==> src/rtl/seq_detect_pkg.sv <==
// Shared defaults and helpers for the seq_detect_n serial pattern detector.
package seq_detect_pkg;

  localparam int DEF_PAT_W = 2;
  localparam logic [1:0] DEF_PATTERN = 2'b01;
  localparam int DEF_CNT_W = 8;

  // All-ones value of a cnt_w-bit counter, computed wide so cnt_w up to 63 is safe.
  function automatic logic [63:0] cnt_sat_value(input int cnt_w);
    return (64'd1 << cnt_w) - 64'd1;
  endfunction

endpackage

==> src/rtl/seq_window.sv <==
// Sliding window over the last PAT_W-1 accepted bits plus a saturating fill
// count; o_match is the combinational compare for the current edge.
module seq_window #(
  parameter int             PAT_W   = 2,
  parameter logic [PAT_W-1:0] PATTERN = 2'b01,
  parameter bit             OVERLAP = 1'b1
) (
  input  logic i_clk,
  input  logic i_rst,
  input  logic i_en,
  input  logic i_x,
  input  logic i_clr,
  output logic o_match
);

  generate
    if (PAT_W == 1) begin : g_single
      assign o_match = i_en & ~i_clr & (i_x == PATTERN[0]);
    end else begin : g_window
      localparam int HW = PAT_W - 1;
      localparam int FW = $clog2(PAT_W);
      localparam logic [FW-1:0] FILL_MAX = FW'(PAT_W - 1);

      logic [HW-1:0]    r_hist;
      logic [FW-1:0]    r_fill;
      logic [PAT_W-1:0] w_shift;
      logic             w_full;
      logic             w_match;

      assign w_shift = {r_hist, i_x};
      assign w_full  = (r_fill == FILL_MAX);
      assign w_match = i_en & ~i_clr & w_full & (w_shift == PATTERN);
      assign o_match = w_match;

      always_ff @(posedge i_clk or posedge i_rst) begin
        if (i_rst) begin
          r_hist <= '0;
          r_fill <= '0;
        end else if (i_clr) begin
          r_hist <= '0;
          r_fill <= '0;
        end else if (i_en) begin
          r_hist <= w_shift[HW-1:0];
          // Non-overlapping mode starts a fresh search so no bit is reused.
          if (w_match && !OVERLAP) begin
            r_fill <= '0;
          end else if (!w_full) begin
            r_fill <= r_fill + 1'b1;
          end
        end
      end
    end
  endgenerate

endmodule

==> src/rtl/seq_detect_n.sv <==
// Serial pattern detector with registered match pulse z and an optional
// saturating match counter, compiled in when SEQ_DETECT_N_COUNT_EN is defined.
module seq_detect_n
  import seq_detect_pkg::*;
#(
  parameter int               PAT_W   = DEF_PAT_W,
  parameter logic [PAT_W-1:0] PATTERN = DEF_PATTERN,
  parameter bit               OVERLAP = 1'b1,
  parameter int               CNT_W   = DEF_CNT_W
) (
  input  logic             clk,
  input  logic             rst,
  input  logic             en,
  input  logic             x,
  input  logic             clr,
  output logic             z,
  output logic [CNT_W-1:0] cnt,
  output logic             cnt_sat
);

  logic w_match;
  logic r_z;

  seq_window #(
    .PAT_W  (PAT_W),
    .PATTERN(PATTERN),
    .OVERLAP(OVERLAP)
  ) u_window (
    .i_clk  (clk),
    .i_rst  (rst),
    .i_en   (en),
    .i_x    (x),
    .i_clr  (clr),
    .o_match(w_match)
  );

  // w_match is already gated by en and clr, so z needs no extra qualification.
  always_ff @(posedge clk or posedge rst) begin
    if (rst) begin
      r_z <= 1'b0;
    end else begin
      r_z <= w_match;
    end
  end

  assign z = r_z;

`ifdef SEQ_DETECT_N_COUNT_EN
  localparam logic [CNT_W-1:0] CNT_MAX = CNT_W'(cnt_sat_value(CNT_W));

  logic [CNT_W-1:0] r_cnt;

  always_ff @(posedge clk or posedge rst) begin
    if (rst) begin
      r_cnt <= '0;
    end else if (clr) begin
      r_cnt <= '0;
    end else if (w_match && (r_cnt != CNT_MAX)) begin
      r_cnt <= r_cnt + 1'b1;
    end
  end

  assign cnt     = r_cnt;
  assign cnt_sat = (r_cnt == CNT_MAX);
`else
  assign cnt     = '0;
  assign cnt_sat = 1'b0;
`endif

endmodule
==> config.mk <==
export PLATFORM = sky130hd
export DESIGN_NAME = seq_detect_n
export DESIGN_NICKNAME = d
export VERILOG_FILES = /design/src/rtl/seq_detect_pkg.sv /design/src/rtl/seq_window.sv /design/src/rtl/seq_detect_n.sv
export SDC_FILE = /design/constraint.sdc
export NUM_CORES = 1
export LEC_CHECK = 0
export CAP_MARGIN = 25
export CORE_AREA = 2 2 39 41
export CTS_CLUSTER_DIAMETER = 30
export CTS_CLUSTER_SIZE = 14
export DETAILED_ROUTE_END_ITERATION = 8
export DIE_AREA = 0 0 41 43
export DONT_BUFFER_PORTS = 1
export SYNTH_ARGS = -nofsm -noshare
export SYNTH_HDL_FRONTEND = slang
export SYNTH_SLANG_ARGS = --single-unit
==> constraint.sdc <==
create_clock -name clk -period 1.1 [get_ports clk]
set_input_delay 0.22 -clock clk [delete_from_list [all_inputs] [get_ports clk]]
set_output_delay 0.22 -clock clk [all_outputs]
set_load 0.05 [all_outputs]
==> summary.txt <==
largest cells by area after synthesis = dfrtp_1 (41%), buf_4 (37%), nor2_1 (8.2%), mux2i_1 (5.4%), nand4b_1 (4.8%)
max-cap violation count = 0
Cell Area, Placed = 166 µm²
Cell Rows = 14
Async S/R FF share, synth = 1.00
CORE AREA = 1380 µm²
layout net count = 30
setup tns final = 0 ns
Critical Path AT = 0.83 ns
hold_buf cts = 1
Worst Setup Start Kind = flop
Clk Latency, worst-skew pair = 0.23 ns
first-pass GRT wire length = 345 µm
post-synth top area share = 0.408
post-CTS sizing = 0
achievable frequency = 949 MHz
1st-pass router iterations = 2
Area Overhead vs Synth = 10.2%
status = complete, no violations
die height = 43 µm
gpl congestion = 0.553
DRT iter0 DRCs = 2
I/O Pins = 15
I/O Buffers = 0
total number of vias = 113
Die Width = 41 µm
post-synthesis simple-gate area fraction = 0.129
CP required = 0.88 ns
GRT met3 Usage = 0.0471
post-route clock skew = 0.00262 ns
Seq/Total Area, Yosys = 0.408
CTS Buf Count = 3
RSZ-0062 raised after global routing = false
DRC = 0
Root Buffer = clkbuf_4
Synth Register Bits = 3
vias in the first global route = 93
Post-synth EDFFs = 0
Power per Cell Area = 1900 nW/µm²
area of the multi-input gates = 67.6 µm²
M1 GR Usage = 0.0160
share of cells above drive strength 1 = 0.125
fill count = 160
Hold Violations, Final = 0
WL/cell = 6.93 µm
All-Layer GR Usage = 0.0461
GR Util met2 = 0.0438
DRT Wirelength = 277 µm
CTS max path bufs = 2
CTS H-tree lvls = 1
final max-slew violation count = 0
most used routing layer = met4
Crit. End Element = output pin
XOR/XNOR Fraction of Synth Area = 0
ys flop type = dfrtp_1
Setup Viol. Count Final = 0
largest net degree at the start of global routing = 4
initial antenna violation count = 0
via/cell ratio = 2.83
YS warnings = 0
fin crit share = 0.958
mux cell area share after synthesis = 0.0544
ANT cells = 0
synthesized cell area = 184 µm²
clk slew on worst S/H paths = 0.03 ns
register area = 75.1 µm²
Compound-Gate Fraction of Synth Area = 0
post-synth top area cell = dfrtp_1
Mapped Cells = 20
Tmin final = 1.05 ns
design area = 203 µm²
Crit Path Max Fanout = 1
total gr overflow = 0
Synth Area in Adders = 0
CTS tree = built
Critical Setup Path Class = reg2out
largest family of logic cells by synthesized area = buffers and inverters
initial cell density of the core = 0.133
Avg Inst Size Synth = 9.20 µm²
postcts setup bufs = 0
top post-synthesis cells by count = buf_4 (9), nor2_1 (4), dfrtp_1 (3)
Antenna Nets Post-Route = 0
die area = 1760 µm²
TritonCTS Sinks = 3
Hold Crit Class = in2reg
maximum vdd ir drop = 0.335 mV
Unique masters post-synth = 7
P_leak = 0.000109 µW
count leader, synth = buf_4
layout by cell type (no fill, tap or decap):
cell / n
conb_1: 9
nor2_1: 4
clkbuf_4: 3
dfrtp_1: 3
mux2i_1: 1
nand4b_1: 1
inv_1: 1
clkbuf_1: 1
dlygate4sd3_1: 1
registers in the layout (all words and copies together) (netlist names):
signal                    cells
u_window.g_window.r_hist      1
u_window.g_window.r_fill      1
z                             1
layout make-up:
type | instances | area share
multi-input cells | 15 | 0.333
clock buffers | 4 | 0.130
well taps | 16 | 0.0988
inverters | 1 | 0.0185
flip-flops and latches | 3 | 0.370
repair buffers | 1 | 0.0494
final timing paths:
kind / from / endpoint / slack (ns) / cells after the start
min in group asynchronous: rst / z / 0.30 / 2
worst min-delay path: clr / u_window.g_window.r_fill / 0.06 / 1
worst min register to register: u_window.g_window.r_hist / z / 0.42 / 1
max in group asynchronous: rst / u_window.g_window.r_hist / 0.67 / 2
worst max-delay path: z / z / 0.05 / 0
worst max register to register: u_window.g_window.r_hist / u_window.g_window.r_hist / 0.44 / 2
per-stage QoR:
| step | power (µW) | util | setup slack, ns | hold WS [ns] | std cells |
|---|---|---|---|---|---|
| 2_1_floorplan | 222 | - | 0.294 | -0.0264 | 28 |
| 3_3_place_gp | 199 | 0.120 | 0.291 | -0.0196 | 35 |
| 3_5_place_dp | 199 | 0.120 | 0.282 | -0.0120 | 35 |
| 4_1_cts | 396 | 0.146 | 0.0305 | 0.0500 | 40 |
| 5_1_grt | 419 | 0.146 | 0.00623 | 0.0366 | 40 |
| 6_report | 386 | 0.146 | 0.0465 | 0.0575 | 40 |
kinds of logic (layout without fill, tap and decap cells):
group	count (synthesis)	after routing
buffers and inverters	10	6
and+or+nand+nor	5	5
DFF	3	3
other	1	9
muxes	1	1
layer usage:
metal / wire length [µm] / up-vias
li1: - / 52
met1: 70 / 50
met2: 142 / 9
met3: 36 / 2
met4: 27 / 0
met5: 0 / -
power breakdown:
part	leakage, µW	internal, µW	total [µW]	switching [µW]
logic	0.0000545	7.00	78.9	71.9
clock network	0.0000150	135	185	49.6
registers	0.0000396	116	122	5.49
total	0.000109	259	386	127
(Power assumes the default switching activity.)
